<file path="config.mk">
export PLATFORM = sky130hd
export DESIGN_NAME = ahb_axi_bdg
export DESIGN_NICKNAME = d
export VERILOG_FILES = /design/src/rtl/ahb_axi_bdg.sv
export SDC_FILE = /design/constraint.sdc
export NUM_CORES = 1
export LEC_CHECK = 0
export ABC_CLOCK_PERIOD_IN_PS = 4400
export BUFFER_PORTS_ARGS = -buffer_cell sky130_fd_sc_hd__buf_4
export CAP_MARGIN = 20
export CELL_PAD_IN_SITES_DETAIL_PLACEMENT = 2
export CELL_PAD_IN_SITES_GLOBAL_PLACEMENT = 2
export CORE_AREA = 5 5 189 191
export CTS_CLUSTER_DIAMETER = 100
export DETAILED_ROUTE_END_ITERATION = 8
export DIE_AREA = 0 0 194 196
export GPL_TIMING_DRIVEN = 0
export PLACE_DENSITY = 0.89
export SETUP_SLACK_MARGIN = 0.1
export SYNTH_ARGS = -nofsm -noshare
export SYNTH_HDL_FRONTEND = slang
export SYNTH_SLANG_ARGS = --single-unit
</file>
<file path="constraint.sdc">
create_clock -name clk -period 4.4 [get_ports clk]
set_input_delay 0.88 -clock clk [delete_from_list [all_inputs] [get_ports clk]]
set_output_delay 0.88 -clock clk [all_outputs]
set_load 0.01 [all_outputs]
</file>
<file path="src/rtl/ahb_axi_bdg.sv">
// ---------------------------------------------------------------------------
// ahb_axi_bdg
//   AHB-Lite slave to AXI4 master bridge. Every accepted AHB transfer becomes
//   exactly one single-beat AXI transaction; only one is ever outstanding.
//   HREADY is held low from the data phase until the B/R response returns,
//   so nothing is buffered ahead of the AXI response.
//
// Ports
//   clk, resetn                    clock, asynchronous active-low reset
//   AHB slave side  (in)           hsel, htrans, haddr, hwrite, hsize, hburst,
//                                  hprot, hmasterlock, hwdata, hauser, hreadym
//                   (out)          hready, hresp, hrdata
//   AXI master side AW channel     awid..awuser, awvalid (out) / awready (in)
//                   W channel      wdata, wstrb, wlast, wvalid (out) / wready (in)
//                   B channel      bid, bresp, bvalid (in) / bready (out)
//                   AR channel     arid..aruser, arvalid (out) / arready (in)
//                   R channel      rid, rdata, rresp, rlast, rvalid (in) / rready (out)
// ---------------------------------------------------------------------------
module ahb_axi_bdg #(
   parameter int AW     = 32,
   parameter int DW     = 64,
   parameter int IDW    = 8,
   parameter int UW     = 8,
   parameter int AXI_ID = 0
) (
   input  logic              clk,
   input  logic              resetn,
   // AHB-Lite slave
   input  logic              hsel,
   input  logic [1:0]        htrans,
   input  logic [AW-1:0]     haddr,
   input  logic              hwrite,
   input  logic [2:0]        hsize,
   input  logic [2:0]        hburst,
   input  logic [3:0]        hprot,
   input  logic              hmasterlock,
   input  logic [DW-1:0]     hwdata,
   input  logic [UW-1:0]     hauser,
   input  logic              hreadym,
   output logic              hready,
   output logic              hresp,
   output logic [DW-1:0]     hrdata,
   // AXI4 write address
   output logic [IDW-1:0]    awid,
   output logic [AW-1:0]     awaddr,
   output logic [7:0]        awlen,
   output logic [2:0]        awsize,
   output logic [1:0]        awburst,
   output logic              awlock,
   output logic [3:0]        awcache,
   output logic [2:0]        awprot,
   output logic [UW-1:0]     awuser,
   output logic              awvalid,
   input  logic              awready,
   // AXI4 write data
   output logic [DW-1:0]     wdata,
   output logic [DW/8-1:0]   wstrb,
   output logic              wlast,
   output logic              wvalid,
   input  logic              wready,
   // AXI4 write response
   input  logic [IDW-1:0]    bid,
   input  logic [1:0]        bresp,
   input  logic              bvalid,
   output logic              bready,
   // AXI4 read address
   output logic [IDW-1:0]    arid,
   output logic [AW-1:0]     araddr,
   output logic [7:0]        arlen,
   output logic [2:0]        arsize,
   output logic [1:0]        arburst,
   output logic              arlock,
   output logic [3:0]        arcache,
   output logic [2:0]        arprot,
   output logic [UW-1:0]     aruser,
   output logic              arvalid,
   input  logic              arready,
   // AXI4 read data
   input  logic [IDW-1:0]    rid,
   input  logic [DW-1:0]     rdata,
   input  logic [1:0]        rresp,
   input  logic              rlast,
   input  logic              rvalid,
   output logic              rready
);

   localparam int NB = DW / 8;
   localparam int SW = $clog2(NB);

   typedef enum logic [2:0] {
      IDLE    = 3'd0,
      WR_REQ  = 3'd1,
      WR_RESP = 3'd2,
      RD_REQ  = 3'd3,
      RD_DATA = 3'd4,
      ERR1    = 3'd5,
      ERR2    = 3'd6
   } state_t;

   state_t          state_reg, state_next, xfer_next;
   logic [AW-1:0]   addr_reg;
   logic [2:0]      size_reg;
   logic [3:0]      prot_reg;
   logic            lock_reg;
   logic [UW-1:0]   user_reg;
   logic            aw_done_reg, w_done_reg, wcap_reg;
   logic [DW-1:0]   wdata_reg;
   logic [DW-1:0]   hrdata_reg;
   logic [NB-1:0]   size_mask;
   logic            accept, b_ok, r_ok;

   // Sideband and burst information the bridge does not need: single beats
   // only, one transaction outstanding, so IDs and rlast carry nothing.
   logic unused_ok;
   assign unused_ok = ^{hburst, bid, rid, rlast};

   // Successful completions; the completion cycle is also an address phase.
   assign b_ok   = (state_reg == WR_RESP) && bvalid && !bresp[1];
   assign r_ok   = (state_reg == RD_DATA) && rvalid && !rresp[1];
   assign hready = (state_reg == IDLE) || (state_reg == ERR2) || b_ok || r_ok;
   assign hresp  = (state_reg == ERR1) || (state_reg == ERR2);
   assign accept = hsel && htrans[1] && hreadym && hready;

   // Read data is forwarded straight from R in the completion cycle so it is
   // valid while hready is high, then held until the next good read.
   assign hrdata = r_ok ? rdata : hrdata_reg;

   // ---------------- state register and datapath ----------------
   always_ff @(posedge clk or negedge resetn) begin
      if (!resetn) begin
         state_reg   <= IDLE;
         addr_reg    <= '0;
         size_reg    <= '0;
         prot_reg    <= '0;
         lock_reg    <= 1'b0;
         user_reg    <= '0;
         aw_done_reg <= 1'b0;
         w_done_reg  <= 1'b0;
         wcap_reg    <= 1'b0;
         wdata_reg   <= '0;
         hrdata_reg  <= '0;
      end else begin
         state_reg <= state_next;
         if (accept) begin
            addr_reg    <= haddr;
            size_reg    <= hsize;
            prot_reg    <= hprot;
            lock_reg    <= hmasterlock;
            user_reg    <= hauser;
            aw_done_reg <= 1'b0;
            w_done_reg  <= 1'b0;
            wcap_reg    <= 1'b0;
         end
         if (state_reg == WR_REQ) begin
            if (awvalid && awready) aw_done_reg <= 1'b1;
            if (wvalid && wready)   w_done_reg  <= 1'b1;
            // hwdata is only guaranteed in the first data-phase cycle from
            // our point of view; freeze it so wdata stays stable under stall.
            if (!wcap_reg) begin
               wdata_reg <= hwdata;
               wcap_reg  <= 1'b1;
            end
         end
         if (r_ok) hrdata_reg <= rdata;
      end
   end

   // ---------------- next state ----------------
   always_comb begin
      xfer_next  = IDLE;
      state_next = state_reg;
      if (accept) begin
         if (32'(hsize) > SW) xfer_next = ERR1;      // wider than the bus
         else if (hwrite)     xfer_next = WR_REQ;
         else                 xfer_next = RD_REQ;
      end
      case (state_reg)
         IDLE:    state_next = xfer_next;
         WR_REQ:  if ((aw_done_reg || awready) && (w_done_reg || wready))
                     state_next = WR_RESP;
         WR_RESP: if (bvalid) state_next = bresp[1] ? ERR1 : xfer_next;
         RD_REQ:  if (arready) state_next = RD_DATA;
         RD_DATA: if (rvalid) state_next = rresp[1] ? ERR1 : xfer_next;
         ERR1:    state_next = ERR2;
         ERR2:    state_next = xfer_next;
         default: state_next = IDLE;
      endcase
   end

   // ---------------- byte strobes ----------------
   // Lane mask of 2**size bytes, shifted to the address offset; misaligned
   // addresses are passed through and the shift truncates at the bus width.
   genvar gi;
   generate
      for (gi = 0; gi < NB; gi++) begin : g_mask
         assign size_mask[gi] = (32'(gi) < (32'd1 << size_reg));
      end
   endgenerate
   assign wstrb = size_mask << addr_reg[SW-1:0];

   // ---------------- AXI outputs ----------------
   assign awvalid = (state_reg == WR_REQ) && !aw_done_reg;
   assign wvalid  = (state_reg == WR_REQ) && !w_done_reg;
   assign bready  = (state_reg == WR_RESP);
   assign arvalid = (state_reg == RD_REQ);
   assign rready  = (state_reg == RD_DATA);

   assign wdata   = wcap_reg ? wdata_reg : hwdata;
   assign wlast   = 1'b1;

   assign awid    = IDW'(AXI_ID);
   assign awaddr  = addr_reg;
   assign awlen   = 8'd0;
   assign awsize  = size_reg;
   assign awburst = 2'b01;
   assign awlock  = lock_reg;
   assign awcache = {2'b00, prot_reg[3], prot_reg[2]};
   assign awprot  = {~prot_reg[0], 1'b0, prot_reg[1]};
   assign awuser  = user_reg;

   assign arid    = IDW'(AXI_ID);
   assign araddr  = addr_reg;
   assign arlen   = 8'd0;
   assign arsize  = size_reg;
   assign arburst = 2'b01;
   assign arlock  = lock_reg;
   assign arcache = {2'b00, prot_reg[3], prot_reg[2]};
   assign arprot  = {~prot_reg[0], 1'b0, prot_reg[1]};
   assign aruser  = user_reg;

endmodule
</file>
==> run_results.csv, run 1 <==
group,metric,value,unit
synth,synthDominantCellAreaShare,49.9,%
pwr,switching_power_summed_over_all_nets,0.00402,W
synth,yosysTopAreaCell,"sky130_fd_sc_hd__dfrtp_1",
detailed_routing,drcViolationCount,0,
global_route,grt_antenna_before_repair,7,
layout,mostFrequentLayoutCell,"sky130_fd_sc_hd__buf_4",
die,die_area,38000,um^2
global_route,grt_pass1_wl,57700,um
placement,gp_routability_congestion,0.818,
setup_path,critPathMaxFanout,10,
cts,reg_clk_slew_reported_paths,0.08,ns
sta,maxClockFrequency,0.316,GHz
sta,fin_tns_setup,0,ns
layout,layout.core_utilization,40.3,%
synth,netlist_instances,760,
synth,synth_top_family_by_area,"multiplexers",
sta,finalCriticalPeriod,3.17,ns
pwr,total_power,0.0104,W
detailed_routing,route.vias.total,7483,
setup_path,worst_setup_path_end_kind,"output pin",
global_route,gr-usage-met2,36.6,%
sta,max_slew.worst_pin.slew,0.671,ns
synth,yosys.area_share.simple,10.5,%
synth,fraction_of_registers_with_async_set_or_reset_after_synthesis,100,%
placement,pre_cts_setup_slack,1.22,ns
worst_hold_path,min-delay-path-class,"input port to async pin",
sta,hold_viol,0,
die,floorplan.die.height,196,um
global_route,global_route.usage.met3,6.34,%
cts,clk_root_buffer_cell,"sky130_fd_sc_hd__clkbuf_16",
cts,post_cts_resized,0,
sta,final.setup.worst_slack,1.23,ns
synth,postSynth.topFlopCell,"sky130_fd_sc_hd__dfrtp_1",
placement,io_buffers,427,
synth,ys_ff_latch,182,
synth,post_synth_xor_area_fraction,0,%
cts,clock_path_buffers,2,
layout,areaGrowthSynthToFinish,50.0,%
layout,most_frequent_cells_in_the_layout,"520 x sky130_fd_sc_hd__buf_4, 195 x sky130_fd_sc_hd__nand2_1, 182 x sky130_fd_sc_hd__dfrtp_1",
cts,tritoncts,"built",
sta,final-setup-viol-count,0,
die,start_util,26.9,%
layout,nets,1460,
cts,cts_sinks,182,
placement,dp.final_hpwl,30600,um
die,design.core.area,33900,um^2
detailed_routing,postRouteAntennaNets,0,
cts,cts_buffers,17,
sta,grt_setup_unrepaired,"no",
setup_path,worst_path_cell_trace,"buf_4, nor2b_1, nand2_4, buf_6, mux2_4, buf_4",
pwr,p_per_area,763,nW/um^2
layout,filler_cell_count,3620,
detailed_routing,route.final.wire_length,39000,um
setup_path,startpoint_type,"input port",
synth,yosys-mux-area-fraction,25.8,%
pwr,max_ir_drop_vdd,0.290,mV
cts,clock_insertion_delay_at_the_later_pin_of_the_skew_report,0.45,ns
pwr,switching_share,38.5,%
die,io_pins,494,
sta,finClkSkew,0.0175,ns
flow_run,max_cap_viol_count,0,
cts,ctsHtreeMaxLevel,4,
global_route,pin_count_of_the_biggest_net_entering_global_routing,109,
cts,holdBufCountCts,0,
setup_path,crit_path_frequent_cell,"sky130_fd_sc_hd__buf_4",
layout,post_route_cells_drive_above_1_share,60.3,%
global_route,grt_use_total,19.8,%
pwr,internal_power,0.00642,W
detailed_routing,dr.pass1.iters,4,
cts,post-cts-setup-buffer-count,0,
setup_path,timing.setup.critical_path_class,"input port to output pin",
pwr,leakage,7.31,nW
synth,register_area_share_after_synthesis,49.9,%
setup_path,cp_max_stage_cell,"sky130_fd_sc_hd__nor2b_1",
layout,multi_input_area,3710,um^2
die,die_span_x,194,um
global_route,top_usage_layer,"met2",
setup_path,critPathRequiredTime,3.52,ns
outcome,outcome,"complete, no violations",
detailed_routing,wl_per_cell,22.6,um
global_route,globalRouteMet1Util,21.3,%
synth,postSynthAreaPerCell,12.0,um^2
synth,yosysWarningCount,0,
sta,finalCritPeriodShare,72.0,%
synth,number_of_enable_flip_flop_cells_after_synthesis,0,
pwr,pwr-share-comb,55.7,%
setup_path,critical-path-max-stage-delay,0.34,ns
sta,finalHoldWorstSlack,0.373,ns
global_route,grt-ovfl-total,0,
sta,slew_violations,0,
setup_path,crit_arrival,2.29,ns
pwr,seq_power_share,29.0,%
synth,post_synth_fa_ha_maj_area_fraction,0,%
sta,worst_slew_margin_rel,55.2,%
synth,synth_area,9130,um^2
die,rows,68,
detailed_routing,post_drt_via_cell_ratio,4.34,
layout,area.sequential,4550,um^2
global_route,grt_pass1_vias,8838,
pwr,pwr-share-clk,15.3,%
detailed_routing,first_iter_violations,186,
synth,synth.top_cells.by_area,"sky130_fd_sc_hd__dfrtp_1 50%, sky130_fd_sc_hd__mux2_4 17%, sky130_fd_sc_hd__mux2_2 8.9%",
synth,ys_types,39,
synth,synth-compound-area-share,2.51,%
==> kinds of logic (layout without fill, tap and decap cells) <==
kind of cell           after synthesis  count (layout)
buffers and inverters              139             599
AO/OA/AOI/OAI                       33              33
other                                2              50
flip-flops                         182             182
multiplexers                       175             175
AND/OR/NAND/NOR                    229             229
==> critical path: cells and delay by family <==
family                 cells  cell delay, ns
multiplexers               1            0.34
buffers and inverters      3            0.51
AND/OR/NAND/NOR            2            0.56
==> per-layer routing <==
layer	routed length, um	vias up
met3	2590	55
met1	14400	3745
met4	1250	0
met2	20700	323
met5	0	-
li1	-	3360
==> final cells by class <==
| cell class | instances | share of cell area, % |
|---|---|---|
| sequential | 182 | 33.3 |
| multi-input combinational | 480 | 27.1 |
| timing repair buffer | 428 | 23.7 |
| buffer | 133 | 7.30 |
| tap | 455 | 4.16 |
| clock buffer | 20 | 3.33 |
| clock inverter | 12 | 0.941 |
| inverter | 6 | 0.164 |
| antenna | 7 | 0.128 |
==> per-stage QoR <==
| step | std cells | area (um^2) |
|---|---|---|
| final | 1723 | 13700 |
| after global routing | 1723 | 13700 |
| after CTS | 1716 | 13700 |
| after detailed placement | 1684 | 13100 |
| after global placement | 1683 | 13100 |
| after floorplan | 801 | 9280 |
==> Yosys cell counts (2+ instances only) <==
cell	n
sky130_fd_sc_hd__nand2_1	195
sky130_fd_sc_hd__buf_6	9
sky130_fd_sc_hd__inv_1	6
sky130_fd_sc_hd__nor2b_1	4
sky130_fd_sc_hd__a31oi_1	2
sky130_fd_sc_hd__o2bb2ai_1	2
sky130_fd_sc_hd__o22ai_1	6
sky130_fd_sc_hd__nand2b_1	3
sky130_fd_sc_hd__conb_1	2
sky130_fd_sc_hd__nor2_1	12
sky130_fd_sc_hd__mux2_4	103
sky130_fd_sc_hd__o21ai_0	3
sky130_fd_sc_hd__or3_1	2
sky130_fd_sc_hd__nand2b_4	2
sky130_fd_sc_hd__nor3_1	3
sky130_fd_sc_hd__buf_1	4
sky130_fd_sc_hd__a21oi_1	8
sky130_fd_sc_hd__buf_2	12
sky130_fd_sc_hd__dfrtp_1	182
sky130_fd_sc_hd__buf_12	4
sky130_fd_sc_hd__o21bai_1	2
sky130_fd_sc_hd__buf_4	94
sky130_fd_sc_hd__clkbuf_1	10
sky130_fd_sc_hd__mux2_2	72
sky130_fd_sc_hd__a211oi_1	4
==> path summary, 6_finish.rpt <==
path | from | to | slack (ns) | cells after the start
worst min register to register | wdata_reg[34]$_DFFE_PN0P_ | wdata_reg[34]$_DFFE_PN0P_ | 0.47 | 2
min in group clk | wdata_reg[34]$_DFFE_PN0P_ | wdata_reg[34]$_DFFE_PN0P_ | 0.47 | 2
worst max register to register | state_reg[0]$_DFFE_PN0P_ | wdata_reg[1]$_DFFE_PN0P_ | 2.38 | 6
max in group asynchronous | resetn | araddr[19]$_DFFE_PN0P_ | 3.01 | 2
worst min-delay path | resetn | wdata_reg[5]$_DFFE_PN0P_ | 0.37 | 1
worst max-delay path | rresp[1] | hrdata[34] | 1.23 | 6
==> power groups by stage <==
stage               Clock [W]  Sequential, W  Combinational [W]
detailed placement          0        0.00305            0.00584
global placement            0        0.00294            0.00556
floorplan                   0        0.00292            0.00299
global route          0.00172        0.00312            0.00623
finish                0.00159        0.00303            0.00582
CTS                   0.00165        0.00304            0.00591
Power figures use the tool's default switching activity.
==> inputs of run 2 (changes only) <==
==> config.mk (replaced) <==
export PLATFORM = sky130hd
export DESIGN_NAME = ahb_axi_bdg
export DESIGN_NICKNAME = d
export VERILOG_FILES = /design/src/rtl/ahb_axi_bdg.sv
export SDC_FILE = /design/constraint.sdc
export NUM_CORES = 1
export LEC_CHECK = 0
export ABC_AREA = 1
export ABC_CLOCK_PERIOD_IN_PS = 3300
export BUFFER_PORTS_ARGS = -buffer_cell sky130_fd_sc_hd__buf_4
export CAP_MARGIN = 20
export CELL_PAD_IN_SITES_DETAIL_PLACEMENT = 2
export CELL_PAD_IN_SITES_GLOBAL_PLACEMENT = 2
export CORE_ASPECT_RATIO = 1.75
export CORE_MARGIN = 5
export CORE_UTILIZATION = 25
export CTS_CLUSTER_DIAMETER = 100
export DETAILED_ROUTE_END_ITERATION = 8
export GPL_TIMING_DRIVEN = 0
export PLACE_DENSITY = 0.88
export SETUP_SLACK_MARGIN = 0.1
export SYNTH_ARGS = -nofsm -noshare
export SYNTH_HDL_FRONTEND = slang
export SYNTH_SLANG_ARGS = --single-unit
==> constraint.sdc (replaced) <==
create_clock -name clk -period 3.3 [get_ports clk]
set_input_delay 0.66 -clock clk [delete_from_list [all_inputs] [get_ports clk]]
set_output_delay 0.66 -clock clk [all_outputs]
set_load 0.01 [all_outputs]
==> run 2 against run 1 <==
Sequential power grew 31%. Via count grew 12%. Final cell count grew 11%. Hold slack lost 0.19 ns. Critical path depth grew 1. Sequential share of layout area grew 0.50 points. Count of clock-buffer cells in the layout shrank 1. Design area shrank 1.5%. Synthesized cell count grew 25%. Largest power group unchanged.
==> run_results.csv, run 2 <==
group,metric,value,unit
setup_path,critical-path-max-stage-delay,0.38,ns
synth,synth.top_cells.by_area,"sky130_fd_sc_hd__dfrtp_1 51%, sky130_fd_sc_hd__mux2_4 10%, sky130_fd_sc_hd__nand2_1 9.6%",
synth,ys_types,27,
placement,dp.final_hpwl,32400,um
die,design.core.area,35300,um^2
setup_path,crit_path_frequent_cell,"sky130_fd_sc_hd__buf_6",
synth,yosysTopAreaCell,"sky130_fd_sc_hd__dfrtp_1",
detailed_routing,drcViolationCount,0,
cts,cts_sinks,182,
sta,finClkSkew,0.0115,ns
die,io_pins,494,
outcome,outcome,"complete, no violations",
synth,netlist_top_cells_count,"228 x sky130_fd_sc_hd__nand2_1, 182 x sky130_fd_sc_hd__dfrtp_1, 98 x sky130_fd_sc_hd__buf_4",
cts,post_cts_resized,0,
setup_path,cp_max_stage_cell,"sky130_fd_sc_hd__dfrtp_1",
setup_path,reg2reg_capture_point,"wdata_reg[19]$_DFFE_PN0P_",
layout,nets,1650,
sta,finalCritPeriodShare,83.8,%
synth,post_synth_fa_ha_maj_area_fraction,0,%
synth,netlist_instances,950,
cts,ctsHtreeMaxLevel,4,
sta,grt_setup_unrepaired,"no",
synth,ys_ff_latch,182,
synth,yosys-mux-area-fraction,10.6,%
sta,max_slew.worst_pin.slew,0.658,ns
synth,synth_area,8930,um^2
detailed_routing,postRouteAntennaNets,0,
synth,most_common_cell_in_the_netlist,"sky130_fd_sc_hd__nand2_1",
sta,slew_violations,0,
synth,synth_top_family_by_area,"buffers and inverters",
synth,postSynthAreaPerCell,9.40,um^2
synth,post_synth_xor_area_fraction,0,%
die,floorplan.die.height,260,um
setup_path,critPathBufInv,4,
die,die_span_x,153,um
cts,clock_path_buffers,2,
worst_hold_path,min-delay-path-class,"input port to async pin",
setup_path,startpoint_type,"flop",
synth,synthDominantCellAreaShare,51.0,%
cts,post-cts-setup-buffer-count,0,
die,rows,91,
global_route,grt_antenna_before_repair,2,
global_route,grt_pass1_wl,59900,um
sta,hold_viol,0,
pwr,max_ir_drop_vdd,0.388,mV
sta,final-setup-viol-count,0,
cts,cts_buffers,17,
pwr,leakage,7.38,nW
synth,fraction_of_registers_with_async_set_or_reset_after_synthesis,100,%
cts,clock_insertion_delay_at_the_later_pin_of_the_skew_report,0.44,ns
cts,tritoncts,"built",
sta,maxClockFrequency,0.362,GHz
synth,register_area_share_after_synthesis,51.0,%
global_route,grt_use_total,19.5,%
setup_path,worst_path_dominant_cell_family,"buffers and inverters",
setup_path,regToRegSetupSlack,1.56,ns
detailed_routing,route.vias.total,8353,
setup_path,critPathMaxFanout,10,
setup_path,crit-reg2reg-launch,"state_reg[1]$_DFFE_PN0P_",
cts,clk_root_buffer_cell,"sky130_fd_sc_hd__clkbuf_16",
global_route,grt_pass1_vias,9886,
layout,post_route_cells_drive_above_1_share,45.6,%
setup_path,critical_path_depth,7,
setup_path,critPathRequiredTime,2.64,ns
layout,most_frequent_cells_in_the_layout,"524 x sky130_fd_sc_hd__buf_4, 228 x sky130_fd_sc_hd__nand2_1, 182 x sky130_fd_sc_hd__dfrtp_1",
global_route,pin_count_of_the_biggest_net_entering_global_routing,108,
setup_path,timing.setup.critical_path_class,"flop to output pin",
sta,worst_slew_margin_rel,56.1,%
global_route,grt-ovfl-total,0,
detailed_routing,wl_per_cell,20.7,um
layout,areaGrowthSynthToFinish,51.1,%
layout,filler_cell_count,3983,
placement,gp_routability_congestion,0.837,
setup_path,crit_arrival,2.10,ns
cts,reg_clk_slew_reported_paths,0.07,ns
setup_path,worst_setup_path_end_kind,"output pin",
pwr,p_per_area,1030,nW/um^2
sta,fin_tns_setup,0,ns
setup_path,worst_path_cell_trace,"buf_6, nor2_4, nand3_2, buf_6, buf_12, mux2_4, buf_4",
synth,number_of_enable_flip_flop_cells_after_synthesis,0,
cts,holdBufCountCts,0,
detailed_routing,dr.pass1.iters,4,
placement,io_buffers,427,
synth,postSynth.topFlopCell,"sky130_fd_sc_hd__dfrtp_1",
synth,yosysWarningCount,0,
detailed_routing,post_drt_via_cell_ratio,4.36,
setup_path,worstRegToRegCells,7,
die,die_area,39700,um^2
detailed_routing,first_iter_violations,212,
synth,yosys.area_share.simple,14.4,%
layout,layout.core_utilization,38.2,%
detailed_routing,route.final.wire_length,39600,um
die,start_util,25.3,%
flow_run,max_cap_viol_count,0,
synth,synth-compound-area-share,8.28,%
layout,mostFrequentLayoutCell,"sky130_fd_sc_hd__buf_4",
sta,finalCriticalPeriod,2.76,ns
run 2: how the worst max path moves through the flow:
stage / startpoint / endpoint / slack (ns)
after floorplan: rvalid / hrdata[0] / 1.11
after global placement: resetn / wdata_reg[9]$_DFFE_PN0P_ / 0.26
after detailed placement: rresp[1] / hrdata[12] / 0.65
after CTS: state_reg[0]$_DFFE_PN0P_ / hrdata[12] / 0.44
after global routing: state_reg[1]$_DFFE_PN0P_ / wvalid / 0.34
final: state_reg[0]$_DFFE_PN0P_ / hrdata[55] / 0.54
run 2: cell families after synthesis:
logic type      Yosys count
mux                      64
compound gates          147
other cells               2
buf+inv                 227
flops                   182
simple gates            328
run 2: routing by layer:
layer	vias to the layer above	wire [um]	share of wire, %	global-route usage (%)
li1	3816	-	-	-
met3	77	2270	5.7	5.13
met2	344	22200	56	37.9
met5	-	0	0	0
met4	0	1650	4.2	8.65
met1	4116	13500	34	19.1
run 2: worst register-to-register path, stage by stage, from the launching register on:
cell and delay, ns:
sky130_fd_sc_hd__dfrtp_1 0.45, sky130_fd_sc_hd__inv_2 0.12, sky130_fd_sc_hd__nand2_1 0.07, sky130_fd_sc_hd__nor2_1 0.24, sky130_fd_sc_hd__buf_2 0.31, sky130_fd_sc_hd__buf_2 0.29
sky130_fd_sc_hd__nand2_1 0.08, sky130_fd_sc_hd__o21ai_0 0.09
run 2: area by class of cell:
class,instances,area (um^2),share of cell area [%]
sequential,182,4550,33.8
tap,465,582,4.31
antenna,2,5.00,0.0371
buffer,140,1070,7.91
clock buffer,19,443,3.28
inverter,87,329,2.44
clock inverter,13,141,1.05
timing repair buffer,428,3240,24.0
multi-input combinational,582,3130,23.2
run 2: power breakdown:
| group | internal (W) | switching [W] | leakage, nW |
|---|---|---|---|
| registers | 0.00333 | 0.000648 | 2.23 |
| logic | 0.00377 | 0.00403 | 4.86 |
| clock network | 0.00109 | 0.000983 | 0.287 |
run 2: metrics by stage:
stage	total power (W)	hold slack (ns)	setup WS, ns	area (um^2)	std cells
after floorplan	0.00770	0.364	1.11	9080	991
after global placement	0.0114	0.475	0.261	12900	1883
after detailed placement	0.0119	0.478	0.646	12900	1884
after CTS	0.0141	0.197	0.443	13500	1916
after global routing	0.0148	0.210	0.341	13500	1918
final	0.0138	0.184	0.535	13500	1918
==> inputs of run 3 (changes only) <==
--- a/config.mk
+++ b/config.mk
@@ -6,18 +6,18 @@
 export NUM_CORES = 1
 export LEC_CHECK = 0
 export ABC_AREA = 1
-export ABC_CLOCK_PERIOD_IN_PS = 3300
+export ABC_CLOCK_PERIOD_IN_PS = 2500
 export BUFFER_PORTS_ARGS = -buffer_cell sky130_fd_sc_hd__buf_4
 export CAP_MARGIN = 20
 export CELL_PAD_IN_SITES_DETAIL_PLACEMENT = 2
 export CELL_PAD_IN_SITES_GLOBAL_PLACEMENT = 2
 export CORE_ASPECT_RATIO = 1.75
 export CORE_MARGIN = 5
-export CORE_UTILIZATION = 25
+export CORE_UTILIZATION = 22
 export CTS_CLUSTER_DIAMETER = 100
 export DETAILED_ROUTE_END_ITERATION = 8
 export GPL_TIMING_DRIVEN = 0
-export PLACE_DENSITY = 0.88
+export PLACE_DENSITY = 0.83
 export SETUP_SLACK_MARGIN = 0.1
 export SYNTH_ARGS = -nofsm -noshare
 export SYNTH_HDL_FRONTEND = slang
==> constraint.sdc (replaced) <==
create_clock -name clk -period 2.5 [get_ports clk]
set_input_delay 0.5 -clock clk [delete_from_list [all_inputs] [get_ports clk]]
set_output_delay 0.5 -clock clk [all_outputs]
set_load 0.01 [all_outputs]
==> run 3 against run 2 <==
The flow now finishes with violations (negative setup slack). First-iteration DRC count shrank 9.4%. Combinational power grew 41%. Setup slack worse by 0.55 ns. Sequential share of layout area fell by 1.5 points. Sequential power up 31%. Register-to-register slack lost 0.94 ns. Critical path type unchanged. Largest cell class is now non-clock buffers. Highest routed layer unchanged.
==> run_results.csv, run 3 (synthesized netlist as in run 2, its figures left out) <==
group,metric,value,unit
layout,final_design_area_no_fill,14100,um^2
pwr,max_ir_drop_vdd,0.411,mV
cts,cts_sinks,182,
sta,worst_slew_margin_rel,56.6,%
layout,finish.cell_count_without_fillers,1972,
detailed_routing,drcViolationCount,0,
outcome,failed_checks,"negative setup slack",
sta,final-setup-viol-count,10,
die,die_area,44900,um^2
cts,reg_clk_slew_reported_paths,0.08,ns
setup_path,worst_setup_ep,"hrdata[14]",
setup_path,critical-path-max-stage-delay,0.38,ns
placement,dp.final_hpwl,30700,um
global_route,grt_use_total,16.8,%
detailed_routing,dr.pass1.iters,4,
global_route,pin_count_of_the_biggest_net_entering_global_routing,111,
setup_path,crit-reg2reg-launch,"state_reg[0]$_DFFE_PN0P_",
die,floorplan.die.height,277,um
global_route,grt-ovfl-total,0,
detailed_routing,route.final.wire_length,39200,um
die,io_pins,494,
die,rows,97,
setup_path,timing.critical_path.from,"state_reg[0]$_DFFE_PN0P_",
setup_path,reg2reg_capture_point,"araddr[29]$_DFFE_PN0P_",
setup_path,crit_arrival,2.01,ns
flow_run,max_cap_viol_count,0,
setup_path,critPathRequiredTime,2.00,ns
sta,max_slew.worst_pin.slew,0.650,ns
outcome,outcome,"finished with violations",
placement,gp_routability_congestion,0.781,
placement,io_buffers,427,
pwr,pwr-share-clk,15.0,%
pwr,switching_power_summed_over_all_nets,0.00772,W
pwr,leakage,7.66,nW
cts,clock_path_buffers,2,
layout,mostFrequentLayoutCell,"sky130_fd_sc_hd__buf_4",
layout,nets,1675,
cts,clk_root_buffer_cell,"sky130_fd_sc_hd__clkbuf_16",
sta,finalCriticalPeriod,2.51,ns
worst_hold_path,min-delay-path-class,"input port to async pin",
die,die_span_x,162,um
sta,final.setup.worst_slack,-0.0119,ns
detailed_routing,postRouteAntennaNets,0,
die,design.core.area,40100,um^2
layout,most_frequent_cells_in_the_layout,"483 x sky130_fd_sc_hd__buf_4, 227 x sky130_fd_sc_hd__nand2_1, 179 x sky130_fd_sc_hd__dfrtp_1",
setup_path,critPathMaxFanout,10,
sta,finalCritPeriodShare,100,%
global_route,grt_antenna_before_repair,1,
layout,post_route_cells_drive_above_1_share,47.8,%
pwr,switching_share,40.5,%
placement,placed_cell_area,12900,um^2
detailed_routing,route.vias.total,8404,
cts,cts_buffers,17,
detailed_routing,first_iter_violations,192,
sta,slew_violations,0,
cts,ctsHtreeMaxLevel,4,
global_route,grt_pass1_vias,9620,
die,start_util,22.3,%
layout,areaGrowthSynthToFinish,58.1,%
setup_path,timing.setup.critical_path_class,"flop to output pin",
pwr,seq_power_share,27.4,%
sta,grt_setup_unrepaired,"yes",
layout,filler_cell_count,4450,
placement,numPlacedInstances,1914,
placement,pre_cts_setup_slack,0.157,ns
sta,hold_viol,0,
cts,clock_insertion_delay_at_the_later_pin_of_the_skew_report,0.46,ns
global_route,grt_pass1_wl,58100,um
sta,finalHoldWorstSlack,0.000483,ns
layout,layout.core_utilization,35.3,%
setup_path,worst_path_cell_trace,"buf_6, nor2_4, nand3_4, buf_12, buf_12, mux2_4, buf_6",
pwr,p_per_area,1350,nW/um^2
sta,finClkSkew,0.0167,ns
setup_path,cp_max_stage_cell,"sky130_fd_sc_hd__dfrtp_1",
setup_path,worst_setup_path_end_kind,"output pin",
cts,holdBufCountCts,0,
pwr,pwr-share-comb,57.6,%
setup_path,startpoint_type,"flop",
sta,maxClockFrequency,0.398,GHz
pwr,internal_power,0.0114,W
setup_path,regToRegSetupSlack,0.62,ns
setup_path,worstRegToRegCells,11,
detailed_routing,post_drt_via_cell_ratio,4.26,
cts,tritoncts,"built",
detailed_routing,wl_per_cell,19.9,um
run 3: how the worst min path moves through the flow:
stage	start	end	slack (ns)	depth (start not counted)
2_1_floorplan	resetn	araddr[0]$_DFFE_PN0P_	0.20	0
3_3_place_gp	hrdata_reg[13]$_DFF_PN0_	hrdata_reg[13]$_DFF_PN0_	0.48	1
3_5_place_dp	hrdata_reg[23]$_DFF_PN0_	hrdata_reg[23]$_DFF_PN0_	0.48	1
4_1_cts	resetn	araddr[10]$_DFFE_PN0P_	0.003	1
5_1_grt	resetn	araddr[5]$_DFFE_PN0P_	0.03	1
6_report	resetn	araddr[11]$_DFFE_PN0P_	0.0005	1
run 3: through the flow:
step,setup TNS [ns],total power (W)
6_report,-0.0454,0.0191
4_1_cts,-4.04,0.0191
5_1_grt,-4.05,0.0203
3_3_place_gp,-67.30,0.0150
3_5_place_dp,0,0.0155
2_1_floorplan,0,0.0102
run 3: routing by layer:
metal	GRT usage, %	routed length, um
met1	15.7	12800
met5	0	0
met2	33.7	22400
met3	4.71	2620
met4	6.19	1410
run 3: final cells by class:
cell class	instances	area [um^2]	area share, %
Tap cell	495	619	4.39
Sequential cell	182	4560	32.3
Inverter	87	329	2.33
Clock inverter	15	186	1.32
Antenna cell	1	2.50	0.0177
Clock buffer	17	425	3.01
Timing Repair Buffer	453	3720	26.3
Buffer	140	1110	7.86
Multi-Input combinational cell	582	3170	22.5
run 3: power groups by stage:
stage	combinational, W	clock [W]	sequential, W
final	0.0110	0.00286	0.00523
after global routing	0.0119	0.00307	0.00538
after CTS	0.0109	0.00297	0.00522
after detailed placement	0.0103	0	0.00526
after global placement	0.00991	0	0.00514
after floorplan	0.00504	0	0.00512
run 3: worst max-delay path, delay by kind of cell (launching register included):
family                 cells  cell delay [ns]
buffers and inverters      4             0.60
DFF                        1             0.38
muxes                      1             0.32
and+or+nand+nor            2             0.25
run 3: what timing repair did:
action	4_1_cts	5_1_grt
buffers inserted	9	14
gates resized for setup	84	22
pin swaps	0	2
cloned	2	0
setup endpoints to repair	124	113
